===== src/rtl/memory_stage.sv =====
// rtl/memory_stage.sv - RISC-V memory stage: data-memory request/response FSM and MEM/WB register bundle

package riscv_pkg;
    localparam int XLEN = 32;

    typedef enum logic [4:0] {
        OP_NOP, OP_ADD, OP_ADDI, OP_SUB, OP_AND, OP_OR, OP_XOR, OP_SLL, OP_SRL,
        OP_SRA, OP_SLT, OP_SLTU, OP_LUI, OP_AUIPC, OP_JAL, OP_JALR, OP_BRANCH,
        OP_LB, OP_LH, OP_LW, OP_LBU, OP_LHU, OP_SB, OP_SH, OP_SW
    } operation_e;
endpackage

module memory_stage
    import riscv_pkg::*;
(
    input  logic            clk_i,
    input  logic            rst_ni,
    input  logic            valid_i,
    input  operation_e      operation_i,
    input  logic [XLEN-1:0] alu_result_i,
    input  logic [XLEN-1:0] store_data_i,
    input  logic [XLEN-1:0] pc_plus4_i,
    input  logic [4:0]      rd_addr_i,
    input  logic            rd_we_i,
    output logic            stall_o,
    output logic            dmem_req_o,
    output logic            dmem_we_o,
    output logic [XLEN-1:0] dmem_addr_o,
    output logic [3:0]      dmem_wstrb_o,
    output logic [XLEN-1:0] dmem_wdata_o,
    input  logic            dmem_gnt_i,
    input  logic            dmem_rvalid_i,
    input  logic [XLEN-1:0] dmem_rdata_i,
    output logic            wb_valid_o,
    output operation_e      wb_operation_o,
    output logic [XLEN-1:0] wb_pc_plus4_o,
    output logic [XLEN-1:0] wb_rd_data_o,
    output logic [XLEN-1:0] wb_mem_data_o,
    output logic [4:0]      wb_rd_addr_o,
    output logic            wb_rd_we_o,
    output logic            misalign_o
);

    typedef enum logic [1:0] {IDLE, REQ, WAIT} state_e;

    state_e          state_q, state_d;
    operation_e      op_q;
    logic [XLEN-1:0] addr_q;
    logic [XLEN-1:0] store_q;
    logic [XLEN-1:0] pc4_q;
    logic [4:0]      rd_addr_q;
    logic            rd_we_q;

    logic            ex_mem;
    logic            ex_mis;
    logic [3:0]      wstrb_c;
    logic [XLEN-1:0] wdata_c;

    function automatic logic is_load(input operation_e op);
        return op inside {OP_LB, OP_LH, OP_LW, OP_LBU, OP_LHU};
    endfunction

    function automatic logic is_store(input operation_e op);
        return op inside {OP_SB, OP_SH, OP_SW};
    endfunction

    function automatic logic is_misaligned(input operation_e op, input logic [1:0] lsb);
        logic r;
        case (op)
            OP_LW, OP_SW:         r = (lsb != 2'b00);
            OP_LH, OP_LHU, OP_SH: r = lsb[0];
            default:              r = 1'b0;
        endcase
        return r;
    endfunction

    function automatic logic [XLEN-1:0] extract(input operation_e op, input logic [1:0] lsb,
                                                input logic [XLEN-1:0] rdata);
        logic [7:0]      b;
        logic [15:0]     h;
        logic [XLEN-1:0] r;
        b = 8'(rdata >> {lsb, 3'b000});
        h = lsb[1] ? rdata[31:16] : rdata[15:0];
        case (op)
            OP_LB:   r = {{24{b[7]}}, b};
            OP_LBU:  r = {24'b0, b};
            OP_LH:   r = {{16{h[15]}}, h};
            OP_LHU:  r = {16'b0, h};
            default: r = rdata;
        endcase
        return r;
    endfunction

    assign ex_mem = is_load(operation_i) || is_store(operation_i);
    assign ex_mis = ex_mem && is_misaligned(operation_i, alu_result_i[1:0]);

    // Byte lanes follow the captured address, so the request stays stable while gnt is pending.
    always_comb begin
        wstrb_c = 4'b0000;
        wdata_c = store_q;
        case (op_q)
            OP_SW: wstrb_c = 4'b1111;
            OP_SH: begin
                wstrb_c = 4'b0011 << addr_q[1:0];
                wdata_c = {2{store_q[15:0]}};
            end
            OP_SB: begin
                wstrb_c = 4'b0001 << addr_q[1:0];
                wdata_c = {4{store_q[7:0]}};
            end
            default: ;
        endcase
    end

    assign dmem_addr_o  = {addr_q[31:2], 2'b00};
    assign dmem_wdata_o = wdata_c;
    assign dmem_we_o    = (state_q == REQ) && is_store(op_q);
    assign dmem_wstrb_o = (state_q == REQ) ? wstrb_c : 4'b0000;

    always_ff @(posedge clk_i) begin
        if (!rst_ni) state_q <= IDLE;
        else         state_q <= state_d;
    end

    always_comb begin
        state_d    = state_q;
        stall_o    = 1'b0;
        dmem_req_o = 1'b0;
        case (state_q)
            IDLE: begin
                if (valid_i && ex_mem && !ex_mis) begin
                    stall_o = 1'b1;
                    state_d = REQ;
                end
            end
            REQ: begin
                dmem_req_o = 1'b1;
                stall_o    = 1'b1;
                if (dmem_gnt_i) begin
                    if (is_store(op_q)) begin
                        stall_o = 1'b0;
                        state_d = IDLE;
                    end else begin
                        state_d = WAIT;
                    end
                end
            end
            WAIT: begin
                stall_o = 1'b1;
                if (dmem_rvalid_i) begin
                    stall_o = 1'b0;
                    state_d = IDLE;
                end
            end
            default: state_d = IDLE;
        endcase
    end

    always_ff @(posedge clk_i) begin
        if (!rst_ni) begin
            op_q      <= OP_NOP;
            addr_q    <= '0;
            store_q   <= '0;
            pc4_q     <= '0;
            rd_addr_q <= '0;
            rd_we_q   <= 1'b0;
        end else if (state_q == IDLE && valid_i && ex_mem && !ex_mis) begin
            op_q      <= operation_i;
            addr_q    <= alu_result_i;
            store_q   <= store_data_i;
            pc4_q     <= pc_plus4_i;
            rd_addr_q <= rd_addr_i;
            rd_we_q   <= rd_we_i;
        end
    end

    // Valid/we/misalign are single-cycle pulses; the data fields hold between completions.
    always_ff @(posedge clk_i) begin
        if (!rst_ni) begin
            wb_valid_o     <= 1'b0;
            wb_operation_o <= OP_NOP;
            wb_pc_plus4_o  <= '0;
            wb_rd_data_o   <= '0;
            wb_mem_data_o  <= '0;
            wb_rd_addr_o   <= '0;
            wb_rd_we_o     <= 1'b0;
            misalign_o     <= 1'b0;
        end else begin
            wb_valid_o <= 1'b0;
            wb_rd_we_o <= 1'b0;
            misalign_o <= 1'b0;
            case (state_q)
                IDLE: begin
                    if (valid_i && (!ex_mem || ex_mis)) begin
                        wb_valid_o     <= 1'b1;
                        wb_operation_o <= operation_i;
                        wb_pc_plus4_o  <= pc_plus4_i;
                        wb_rd_data_o   <= alu_result_i;
                        wb_rd_addr_o   <= rd_addr_i;
                        wb_rd_we_o     <= rd_we_i && !ex_mem;
                        misalign_o     <= ex_mis;
                    end
                end
                REQ: begin
                    if (dmem_gnt_i && is_store(op_q)) begin
                        wb_valid_o     <= 1'b1;
                        wb_operation_o <= op_q;
                        wb_pc_plus4_o  <= pc4_q;
                        wb_rd_data_o   <= addr_q;
                        wb_rd_addr_o   <= rd_addr_q;
                    end
                end
                WAIT: begin
                    if (dmem_rvalid_i) begin
                        wb_valid_o     <= 1'b1;
                        wb_operation_o <= op_q;
                        wb_pc_plus4_o  <= pc4_q;
                        wb_rd_data_o   <= addr_q;
                        wb_mem_data_o  <= extract(op_q, addr_q[1:0], dmem_rdata_i);
                        wb_rd_addr_o   <= rd_addr_q;
                        wb_rd_we_o     <= rd_we_q;
                    end
                end
                default: ;
            endcase
        end
    end

endmodule


===== config.mk =====
export PLATFORM = sky130hd
export DESIGN_NAME = memory_stage
export DESIGN_NICKNAME = d
export VERILOG_FILES = /design/src/rtl/memory_stage.sv
export SDC_FILE = /design/constraint.sdc
export NUM_CORES = 1
export LEC_CHECK = 0
export ABC_AREA = 1
export BUFFER_PORTS_ARGS = -buffer_cell sky130_fd_sc_hd__buf_2
export CORE_MARGIN = 2
export CORE_UTILIZATION = 40
export CTS_BUF_LIST = sky130_fd_sc_hd__clkbuf_8 sky130_fd_sc_hd__clkbuf_16
export CTS_CLUSTER_SIZE = 10
export DETAILED_ROUTE_END_ITERATION = 8
export PLACE_DENSITY = 0.66
export SKIP_CTS_REPAIR_TIMING = 1
export SYNTH_ARGS = -nofsm -noshare
export SYNTH_HDL_FRONTEND = slang
export SYNTH_SLANG_ARGS = --single-unit

===== constraint.sdc =====
create_clock -name clk_i -period 5 [get_ports clk_i]
set_input_delay 0.75 -clock clk_i [delete_from_list [all_inputs] [get_ports clk_i]]
set_output_delay 0.75 -clock clk_i [all_outputs]
set_load 0.01 [all_outputs]

==> metrics.txt <==
status=finished with violations; failing checks=design-rule violations; Area Overhead vs Synth=20.4%; Synth top area share=41.6%; Synth Cell Area=approximately 10000 µm²; share of cells above drive strength 1=25.3%; CP Capture Type=primary output; num rows=59; Synth Register Bits=about 220; CP Max Fanout=11; post-synth top area cell=dfxtp_1; critical path type=reg2out; vias in the first global route=9305; clk_lat worst skew=520 ps; TNS Setup=0 ps; RSZ-0062 raised after global routing=false; Iter 0 DRT Violations=669; die area=27500 µm²; Synthesis Warnings=0; crit start category=flop; max-slew violations=0; Post-synth EDFFs=0; met2 Track Usage GR=between 30% and 40%; Fin. Hold Viols=0; Pwr per Cell Area=370 nW/µm²; met1 Use GR=between 20 and 30%; CTS tree=yes; IO buf count=321; DRC viols=1; CTS buffer count=26; final critical-path share of the clock period=65.4%; Starting Density=40.5%; sequential area share after synthesis=between 40% and 50%; Synth Flop Type=dfxtp_1; routed vias/inst=~4.9; hpwl dp=around 21 mm; Core Box Area=25900 µm²; final antenna-violating net count=0; die height=166 µm; Leak Pwr=6.36 nW; Max clock buf depth=3; gr usage total=a little over a fifth; first-pass GRT wire length=49.2 mm; drt wl/cell=14.8 µm; Critical Path RT=4250 ps; final setup violation count=0; Max-Cap Viols=0; # clock sinks=218; hold crit path type=reg2reg; Setup WS pre-CTS=1890 ps; max_slew headroom=between 20% and 30%; mean cell area of the mapped netlist=6.91 µm²; H-tree depth=1; Synth cell types=33; Worst VDD drop=0.267 mV; met3 Usage GRT=5.05%; Post-Syn Instances=1518; initial antenna violation count=5; vias=10200; largest net degree at the start of global routing=88; fmax=around 310 MHz; # nets final=1895; minimum clock period=3270 ps; remaining global-route overflow=0; clk root buf=clkbuf_16; die width=166 µm; Worst Skew=15.0 ps; DR pass1 iterations=7; RePlAce Congestion=0.848; IO Count=~320; Tightest Pin Transition=1090 ps; Worst Setup Slack, final=1730 ps; Reg clk slew, reported paths=50 ps; leading post-synthesis cells by cell area=dfxtp_1 42%, nor2_1 14%, nand2_1 11%; FFs w/ async S/R, synth=0%; crit path DAT=2520 ps; GR peak layer=met2; final WL=30.9 mm
## Yosys cell counts (2+ instances only)
| cell type | count |
|---|---|
| ha_1 | 4 |
| nand3_1 | 18 |
| nand2_1 | 315 |
| o211ai_1 | 18 |
| buf_2 | 13 |
| inv_2 | 8 |
| nor2_1 | 391 |
| dfxtp_1 | 218 |
| mux2_2 | 67 |
| clkbuf_1 | 56 |
| a31oi_1 | 10 |
| o22ai_1 | 2 |
| clkinv_1 | 2 |
| buf_6 | 6 |
| o21ai_0 | 162 |
| a21oi_1 | 44 |
| inv_1 | 114 |
| nand2_2 | 2 |
| buf_4 | 54 |
## where the power goes
group | internal [mW] | switching, mW | total [mW] | leakage (nW)
Sequential | 1.91 | 0.108 | 2.02 | 1.79
Combinational | 0.389 | 0.583 | 0.971 | 4.19
Clock | 0.993 | 0.690 | 1.68 | 0.374
## cell usage in the layout (no fill, tap or decap), types with 2 or more instances in the layout
cell type	n
o22ai_1	2
inv_1	116
diode_2	3
buf_4	6
clkbuf_8	3
a31oi_1	10
mux2_2	67
ha_1	3
a21oi_1	44
clkinv_2	2
o21ai_0	162
inv_2	8
nand2_1	315
clkbuf_16	27
dfxtp_1	218
nand3_1	18
nor2_1	391
nand2_4	2
clkinv_1	2
buf_12	2
o211ai_1	18
buf_2	320
conb_1	2
## logic make-up after synthesis
| logic type | count (synthesis) | share of synthesized area, % |
|---|---|---|
| and+or+nand+nor | 734 | 26.9 |
| buffers and inverters | 253 | 11.6 |
| AOI/OAI and AO/OA | 241 | 12.2 |
| DFF | 218 | 41.6 |
| muxes | 67 | 7.19 |
| adders and majority gates | 4 | 0.477 |
| other | 1 | 0.0358 |
## layout make-up
class	instances	area (µm²)
repair buffers	329	1700
clock buffers	30	717
flip-flops and latches	218	4360
well taps	335	419
inverters	124	467
clock inverters	4	16.3
diodes	3	7.51
multi-input cells	1048	4940
fillers	2627	13300
## worst paths after layout
kind / start / to / slack (ps) / depth (start not counted)
max: op_q[4] / dmem_wdata_o[12] / 1730 / 8
min: wb_mem_data_o[1] / wb_mem_data_o[1] / 460 / 2
max reg2reg: addr_q[0] / wb_mem_data_o[21] / 2150 / 7
min reg2reg: wb_mem_data_o[1] / wb_mem_data_o[1] / 460 / 2
## flip-flops by register name (all words and copies together) (netlist names), 2 cells and up
name / flops
addr_q: 32
op_q: 5
pc4_q: 32
rd_addr_q: 5
state_q: 2
store_q: 32
wb_mem_data_o: 32
wb_operation_o: 5
wb_pc_plus4_o: 32
wb_rd_addr_o: 5
wb_rd_data_o: 32
## critical path, stage by stage, from the launching register on
cell and delay [ps]:
dfxtp_1 340, inv_2 60, nor2_2 90, nand2_1 120
nor2_1 670, inv_1 360, nand2_1 130, nand2_1 80
buf_2 140
## layer usage
layer	vias up	wire [µm]
met1	4622	13400
met2	341	14400
met5	-	12
met3	59	2200
met4	2	871
li1	5176	-
## stage by stage
step	utilization (%)	hold WS, ps	power [mW]	instances	cell area, µm²
6_report	48.7	464	4.67	2091	12600
5_1_grt	48.7	471	4.94	2089	12600
4_1_cts	48.7	460	4.73	2088	12600
3_5_place_dp	45.9	459	3.03	2054	11900
3_3_place_gp	45.9	453	3.01	2054	11900
2_1_floorplan	-	446	2.73	1519	10500
Power figures use the tool's default switching activity.
